**src/rtl/fsm3onehot_bit_tx_if.sv**
```systemverilog
// Word handshake between a stimulus source and the serial bit transmitter.
interface fsm3onehot_bit_tx_if #(
  parameter int WIDTH = 8
);
  logic             in_valid;
  logic             in_ready;
  logic [WIDTH-1:0] in_data;

  // Source side: offers words and watches ready.
  modport master (
    output in_valid,
    output in_data,
    input  in_ready
  );

  // Transmitter side: consumes words and drives ready.
  modport slave (
    input  in_valid,
    input  in_data,
    output in_ready
  );
endinterface

```
**src/rtl/fsm3onehot_bit_tx.sv**
```systemverilog
// Serial stimulus transmitter for the one-hot A/B/C/D sequence detector.
// Words are shifted out MSB first, one bit per cycle, while a registered
// one-hot mirror of the detector tracks the state each bit is applied to.
// At the end of every word the number of D entries it caused is reported.
module fsm3onehot_bit_tx #(
  parameter  int WIDTH = 8,
  localparam int CNT_W = $clog2(WIDTH + 1)
) (
  input  logic             clk,
  input  logic             resetn,
  fsm3onehot_bit_tx_if.slave in_if,
  input  logic             clr,
  output logic             bit_valid,
  output logic             din,
  output logic [3:0]       state,
  output logic [3:0]       next_state,
  output logic             dout,
  output logic             done,
  output logic [CNT_W-1:0] match_count
);

  localparam logic [3:0] ST_A = 4'b0001;
  localparam logic [3:0] ST_B = 4'b0010;
  localparam logic [3:0] ST_C = 4'b0100;
  localparam logic [3:0] ST_D = 4'b1000;

  typedef enum logic {
    IDLE,
    SHIFT
  } ctrl_t;

  ctrl_t            ctrl_q;
  logic [WIDTH-1:0] shift_q;
  logic [CNT_W-1:0] cnt_q;
  logic [CNT_W-1:0] acc_q;
  logic [CNT_W-1:0] match_q;
  logic             done_q;
  logic [3:0]       mirror_q;

  logic             last_bit;
  logic             accept;
  logic             count_hit;

  // The final bit of a word is on din when one bit remains; a new word may
  // be accepted in that cycle so consecutive words run without a bubble.
  assign last_bit        = (ctrl_q == SHIFT) && (cnt_q == CNT_W'(1));
  assign in_if.in_ready  = (ctrl_q == IDLE) || last_bit;
  assign accept          = in_if.in_valid && in_if.in_ready;

  assign bit_valid   = (ctrl_q == SHIFT);
  assign din         = shift_q[WIDTH-1];
  assign state       = mirror_q;
  assign dout        = mirror_q[3];
  assign done        = done_q;
  assign match_count = match_q;

  // A bit emitted while clr is high is not counted, since the mirror is
  // forced to A instead of following the bit.
  assign count_hit = bit_valid && (next_state == ST_D) && !clr;

  // Detector transition function applied to the current mirror and din.
  always_comb begin
    next_state = ST_A;
    case (mirror_q)
      ST_A:    next_state = din ? ST_B : ST_A;
      ST_B:    next_state = din ? ST_B : ST_C;
      ST_C:    next_state = din ? ST_D : ST_A;
      ST_D:    next_state = din ? ST_B : ST_C;
      default: next_state = ST_A;
    endcase
  end

  // Control FSM with shift register, bit counter and per-word D counter.
  always_ff @(posedge clk or negedge resetn) begin
    if (!resetn) begin
      ctrl_q  <= IDLE;
      shift_q <= '0;
      cnt_q   <= '0;
      acc_q   <= '0;
      match_q <= '0;
      done_q  <= 1'b0;
    end else begin
      done_q <= 1'b0;

      if (accept) begin
        ctrl_q  <= SHIFT;
        shift_q <= in_if.in_data;
        cnt_q   <= CNT_W'(WIDTH);
      end else if (ctrl_q == SHIFT) begin
        shift_q <= shift_q << 1;
        cnt_q   <= cnt_q - CNT_W'(1);
        if (last_bit) begin
          ctrl_q  <= IDLE;
          shift_q <= '0;
        end
      end

      // The total is captured as the last bit leaves; a following word's
      // first bit appears after this edge and so counts into a fresh total.
      if (last_bit) begin
        match_q <= acc_q + CNT_W'(count_hit);
        acc_q   <= '0;
        done_q  <= 1'b1;
      end else if (count_hit) begin
        acc_q <= acc_q + CNT_W'(1);
      end
    end
  end

  // Detector mirror: follows each valid bit, clr returns it to A at any time.
  always_ff @(posedge clk or negedge resetn) begin
    if (!resetn) begin
      mirror_q <= ST_A;
    end else if (clr) begin
      mirror_q <= ST_A;
    end else if (bit_valid) begin
      mirror_q <= next_state;
    end
  end

endmodule
```
**src/flat_wrapper.sv**
```systemverilog
// flat-port wrapper written by rule: the top's interface ports become plain ports
module fsm3onehot_bit_tx_flat 
#(
  parameter  int WIDTH = 8,
  localparam int CNT_W = $clog2(WIDTH + 1)
)
  (clk, resetn, clr, bit_valid, din, state, next_state, dout, done, match_count, in_if_in_valid, in_if_in_data, in_if_in_ready);
  fsm3onehot_bit_tx_if #(.WIDTH(WIDTH)) in_if_i ();
  input  logic clk;
  input  logic resetn;
  input  logic clr;
  output logic bit_valid;
  output logic din;
  output logic [3:0] state;
  output logic [3:0] next_state;
  output logic dout;
  output logic done;
  output logic [CNT_W-1:0] match_count;
  input wire logic [$bits(in_if_i.in_valid)-1:0] in_if_in_valid;
  input wire logic [$bits(in_if_i.in_data)-1:0] in_if_in_data;
  output wire logic [$bits(in_if_i.in_ready)-1:0] in_if_in_ready;
  assign in_if_i.in_valid = in_if_in_valid;
  assign in_if_i.in_data = in_if_in_data;
  assign in_if_in_ready = in_if_i.in_ready;
  fsm3onehot_bit_tx #(.WIDTH(WIDTH)) u_core (.clk(clk), .resetn(resetn), .in_if(in_if_i), .clr(clr), .bit_valid(bit_valid), .din(din), .state(state), .next_state(next_state), .dout(dout), .done(done), .match_count(match_count));
endmodule
```
**config.mk**
```make
export PLATFORM = sky130hd
export DESIGN_NAME = fsm3onehot_bit_tx_flat
export DESIGN_NICKNAME = d
export VERILOG_FILES = /design/src/rtl/fsm3onehot_bit_tx_if.sv /design/src/rtl/fsm3onehot_bit_tx.sv /design/src/flat_wrapper.sv
export SDC_FILE = /design/constraint.sdc
export NUM_CORES = 1
export LEC_CHECK = 0
export BUFFER_PORTS_ARGS = -buffer_cell sky130_fd_sc_hd__buf_4
export CAP_MARGIN = 20
export CORE_UTILIZATION = 48
export CTS_BUF_LIST = sky130_fd_sc_hd__clkbuf_16
export DETAILED_ROUTE_END_ITERATION = 8
export PLACE_DENSITY_LB_ADDON = 0.08
export SYNTH_ARGS = -nofsm -noshare
export SYNTH_HDL_FRONTEND = slang
export SYNTH_SLANG_ARGS = --single-unit
```
**constraint.sdc**
```tcl
create_clock -name clk -period 2 [get_ports clk]
set_clock_uncertainty 0.2 [all_clocks]
set_input_delay 0.1 -clock clk [delete_from_list [all_inputs] [get_ports clk]]
set_output_delay 0.1 -clock clk [all_outputs]
set_load 0.005 [all_outputs]
```
==> Word-level counts from Yosys, hierarchy flattened <==
Cells that the tools add are included.
{ "classes": {"addsub": 3, "n_eq_ne": 6, "mux": 17, "bitwise": 1, "reduce_logical": 10} }
{ "ops": {"columns": ["cell", "n"], "rows": [
  ["$mux 4", 7],
  ["$mux 8", 3],
  ["$pmux 4 s3", 1],
  ["$eq 4x1->1 const B", 2],
  ["$eq 4x4->1 const B", 2],
  ["$reduce_bool 2->1", 3],
  ["$add 4x1->4", 1],
  ["$add 4x1->4 const B", 1],
  ["$eq 4x2->1 const B", 1],
  ["$eq 4x3->1 const B", 1],
  ["$logic_and 1x1->1", 4],
  ["$mux 1", 4],
  ["$sub 4x1->4 const B", 1],
  ["$mux 3", 1],
  ["$mux 2", 1],
  ["$reduce_or 2->1", 1],
  ["$logic_not 1->1", 1],
  ["$logic_or 1x1->1", 1],
  ["$not 1->1", 1]
]} }
{ "word_totals": {"register_bits": 26, "in_bits": 12, "out_inout_bits": 17, "word_cells": 44} }

==> Depth between registers and ports, before layout <==
{ "logic_depth": {"word_depth": 8, "ltp_mapped": 8, "ltp_nobuf": 6} }

==> Least setup slack after synthesis <==
OpenSTA, ideal clock, no wires.
{ "synth_timing": {"kind": "register to register", "start": "register u_core.mirror_q[0], in the netlist u_core.state[0]", "end": "register u_core.match_q[1], in the netlist u_core.match_count[1]", "arrival_time_ps": 1841, "path_slack_ps": -165, "stages_incl_launch_ff": 8, "path_buffers": 2, "period_less_slack_ps": 2165, "cell_sequence": "dfstp_2 -> buf_6 -> or4b_1 -> buf_2 -> nor2_1 -> ha_1 -> ha_1 -> mux2_2"} }
{ "synth_between": {"elab_chain_len": 7, "elab_cells_between_ends": 10, "cone_classes": "1 x add/sub; 5 x eq/ne; 1 x mux; 3 x reduce/logical"} }
{ "synth_lines": {"columns": ["item", "line", "rtl"], "rows": [
  ["from (decl)", "fsm3onehot_bit_tx.sv:38", "logic [3:0] mirror_q;"],
  ["from (signal assigned)", "fsm3onehot_bit_tx.sv:117", "mirror_q <= next_state;"],
  ["$eq 4x2->1 or $eq 4x4->1 (tied branches)", "fsm3onehot_bit_tx.sv:64", "case (mirror_q)"],
  ["$reduce_or 2->1 (no source line)", null, null],
  ["$pmux 4 s3 (*)", "fsm3onehot_bit_tx.sv:64", null],
  ["$eq 4x4->1 (*)", "fsm3onehot_bit_tx.sv:59", "assign count_hit = bit_valid && (next_state == ST_D) && !clr;"],
  ["$logic_and 1x1->1 (*) (2 in a row)", "fsm3onehot_bit_tx.sv:59", null],
  ["$add 4x1->4 (*)", "fsm3onehot_bit_tx.sv:101", "match_q <= acc_q + CNT_W'(count_hit);"],
  ["to (signal assigned)", "fsm3onehot_bit_tx.sv:101", null],
  ["to (decl)", "fsm3onehot_bit_tx.sv:36", "logic [CNT_W-1:0] match_q;"]
]} }
Mark *: on every way between the ends. The rest lies on a longest branch, timed or not.
A chain may end at the register's enable or synchronous reset.

==> Final worst setup path <==
{ "layout_timing": {"start": "register u_core.mirror_q[1], in the netlist u_core.state[1]", "end": "register u_core.acc_q[3]"} }
{ "layout_between": {"elab_chain_len": 7, "elab_cells_between_ends": 10, "cone_classes": "5 x eq/ne; 1 x mux; 4 x reduce/logical"} }
{ "layout_lines": {"columns": ["item", "line", "rtl"], "rows": [
  ["$eq 4x2->1 or $eq 4x4->1 (tied branches)", "fsm3onehot_bit_tx.sv:64", null],
  ["$reduce_or 2->1 (no source line)", null, null],
  ["$pmux 4 s3 (*)", "fsm3onehot_bit_tx.sv:64", null],
  ["$eq 4x4->1 (*)", "fsm3onehot_bit_tx.sv:59", null],
  ["$logic_and 1x1->1 (*) (2 in a row)", "fsm3onehot_bit_tx.sv:59", null],
  ["$reduce_bool 2->1 (no source line) (*)", null, null],
  ["to (signal assigned)", "fsm3onehot_bit_tx.sv:105", "acc_q <= acc_q + CNT_W'(1);"],
  ["to (decl)", "fsm3onehot_bit_tx.sv:35", "logic [CNT_W-1:0] acc_q;"]
]} }
Marks and branches as above.

==> impl_metrics.ini <==
[drt]
antenna_left = 0
vias_per_cell = 5.555
routed_wirelength_mm = 2.916
drtIter0Drc = 7
route.detailed.drc = 0
dr.pass1.iters = 4
vias = 1161
detail_route.wl_per_cell_um = 13.95

[timing]
setup_tns_ns = 0
report.final.slew_viol_count = 0
final_hold_viol_count = 0
maxSlewHeadroom = 0.6662
layout_setup_ws_ns = 0.04324
rsz0062_at_grt = true
clock.fmax_mhz = 511.0
period_share = 0.9784
setup_violations = 0
worst_slew_pin_slew_ns = 0.4988
fin_crit_ns = 1.957

[logic_synthesis]
ys_warn_count = 0
synthAdderAreaFrac = 0.04651
synth_top_cell_by_area = dfrtp_1
syn_area_per_cell_sq_um = 10.43
synth_nets = 146
seq_area_frac_synth = 0.4847
synth-xor-area-share = 0.03907
muxShareOfSynthArea = 0.01674
ys_ff_latch = 26
ys_types = 32
synth_top_family_by_area = simple AND/OR/NAND/NOR gates
synth_top_area_share = 0.4651
syn_inst = 129
synthSimpleGateAreaFrac = 0.1851
synth-compound-area-share = 0.1665
synthTopCellsByArea = dfrtp_1 47%, a221o_1 5.2%, ha_1 4.7%
synth_area_sq_um = 1345

[grt]
groute.usage.overall = 0.2190
gr-total-overflow = 0
grt_pass1_vias = 1085
grt_pass1_wl_mm = 4.678
grt_start_max_net_pins = 27
antenna_found_initial = 0

[final_layout]
antenna_cells = 0
finalInstanceArea_sq_um = 1911
drive_above_1_share = 0.3240
final_common_cell = buf_4
final_cell_mix = 43 x buf_4, 25 x dfrtp_1, 11 x dlygate4sd3_1
stdcell_count = 209
final_nets = 197
syn_to_final_growth_pct = 42.05

[worst_setup_path]
slowest_stage = or4b_4
start_kind = flop
cp-end-kind = flop
crit_type = reg2reg
critPathArrivalTime_ns = 1.94
crit_required_ns = 1.98
path_cells = or4b_4 > buf_4 > or4_1 > a21oi_1
r2r_cells = 4
max_stage_delay_ns = 0.53
cp_max_fo = 8

[floorplanning]
io_pins = 29
die-area_sq_um = 3018
rows = 18
fp.coreArea_sq_um = 2567
fp.dieW_um = 54.94
die_h_um = 54.94
start_util = 0.5239

[clocking]
clockRootBuffer = clkbuf_16
cts_tree = done
cts_htree_levels = 1
cts_buffer_depth = 2
cts_buffers = 3
cts.sinks = 26
clk_latency_ns = 0.26
clk_pin_slew_ns = 0.06

[hold_path]
min_path_type = in2async

[place]
place_area_sq_um = 1643
dp_slack_ns = 0.01005
finalWeightedCongestion = 0.7240
dp.final_hpwl_mm = 1.994
portBuffers = 28
dp_cells = 192

[pwr]
ir_drop_mv = 0.8747
p_per_area_nw_per_um2 = 1146
power_mw = 2.189
p_leak_nw = 0.9017

[flow_run]
cap_violations = 0

[run_status]
run_status = finished clean
==> path summary, 6_finish.rpt <==
check	start	end	slack, ns
max in group asynchronous	resetn	u_core.state[0]	1.22
min reg2reg	u_core.shift_q[0]	u_core.shift_q[0]	0.30
max	u_core.state[1]	u_core.acc_q[3]	0.04
max reg2reg	u_core.state[1]	u_core.acc_q[3]	0.04
min	resetn	u_core.acc_q[3]	0.08
min in group clk	clr	u_core.acc_q[3]	0.20
==> stage by stage <==
stage,util,hold slack [ns]
2_1_floorplan,-,-0.3956
3_3_place_gp,0.6399,-0.1785
3_5_place_dp,0.6399,-0.1745
4_1_cts,0.7247,0.08829
5_1_grt,0.7442,0.1443
6_report,0.7442,0.08081
==> critical path: cells and delay by family, from the launching register on <==
kind                   cells  cell delay, ns
AO/OA/AOI/OAI              1            0.14
buffers and inverters      1            0.18
flip-flops                 1            0.38
AND/OR/NAND/NOR            2            0.99
==> power breakdown <==
group          internal [mW]  leakage (nW)  switching [mW]  total, mW
logic                  0.456         0.513           0.395      0.851
registers              0.676         0.338          0.0877      0.764
clock network          0.398        0.0511           0.176      0.574
==> layout make-up <==
cell class / count / area (sq um)
clock buffers: 3 / 75.07
clock inverters: 1 / 30.03
fillers: 199 / 656.9
inverters: 8 / 32.53
multi-input cells: 87 / 650.6
flip-flops and latches: 26 / 651.9
well taps: 30 / 37.54
repair buffers: 54 / 432.9
==> Yosys cell counts <==
cell      number
dfrtp_1       25
or4b_1         2
buf_4          1
nor2_1         7
nand3_1        3
nor3b_1        2
o211ai_1       1
and2_1         8
o21ai_0        6
xnor2_1        1
nor4bb_1       1
nor4_1         1
a21oi_1       10
or3b_1         1
nand3b_1       2
nor3_1         2
dfstp_2        1
or4_1          3
o31ai_1        5
nand2_1        5
xor2_1         5
and3_1         1
a221o_1        7
ha_1           5
a32o_1         2
buf_6          2
or3_1          4
buf_2          3
clkbuf_1       2
o32ai_1        1
inv_1          8
mux2_2         2
==> layer usage <==
| metal | vias to the layer above | wire, um | track usage | part of all wire |
|---|---|---|---|---|
| met1 | 562 | 1335 | 0.2805 | 0.46 |
| met5 | - | 0 | 0 | 0 |
| li1 | 571 | - | - | - |
| met3 | 5 | 76 | 0.02459 | 0.026 |
| met4 | 0 | 37 | 0.07500 | 0.013 |
| met2 | 23 | 1467 | 0.3815 | 0.50 |
==> flip-flops by register name, indices dropped and copies added (netlist names) <==
signal,flops
u_core.acc_q,4
u_core.bit_valid,1
u_core.cnt_q,4
u_core.done,1
u_core.match_count,4
u_core.shift_q,8
u_core.state,4
==> cell families (layout without fill, tap and decap cells) <==
family | Yosys count | after routing
XOR/XNOR | 6 | 6
adder cells (fa/ha/maj) | 5 | 5
flip-flops | 26 | 26
multiplexers | 2 | 2
AO/OA/AOI/OAI | 32 | 32
AND/OR/NAND/NOR | 42 | 42
buffers and inverters | 16 | 66
==> repair_timing <==
item | CTS | global route
setup endpoints to repair | 1 | 12
hold endpoints to repair | 40 | 0
setup buffers | 0 | 2
pin swaps | 0 | 1
hold buffers | 11 | 0
resized for setup | 3 | 7
(Power assumes the default switching activity.)
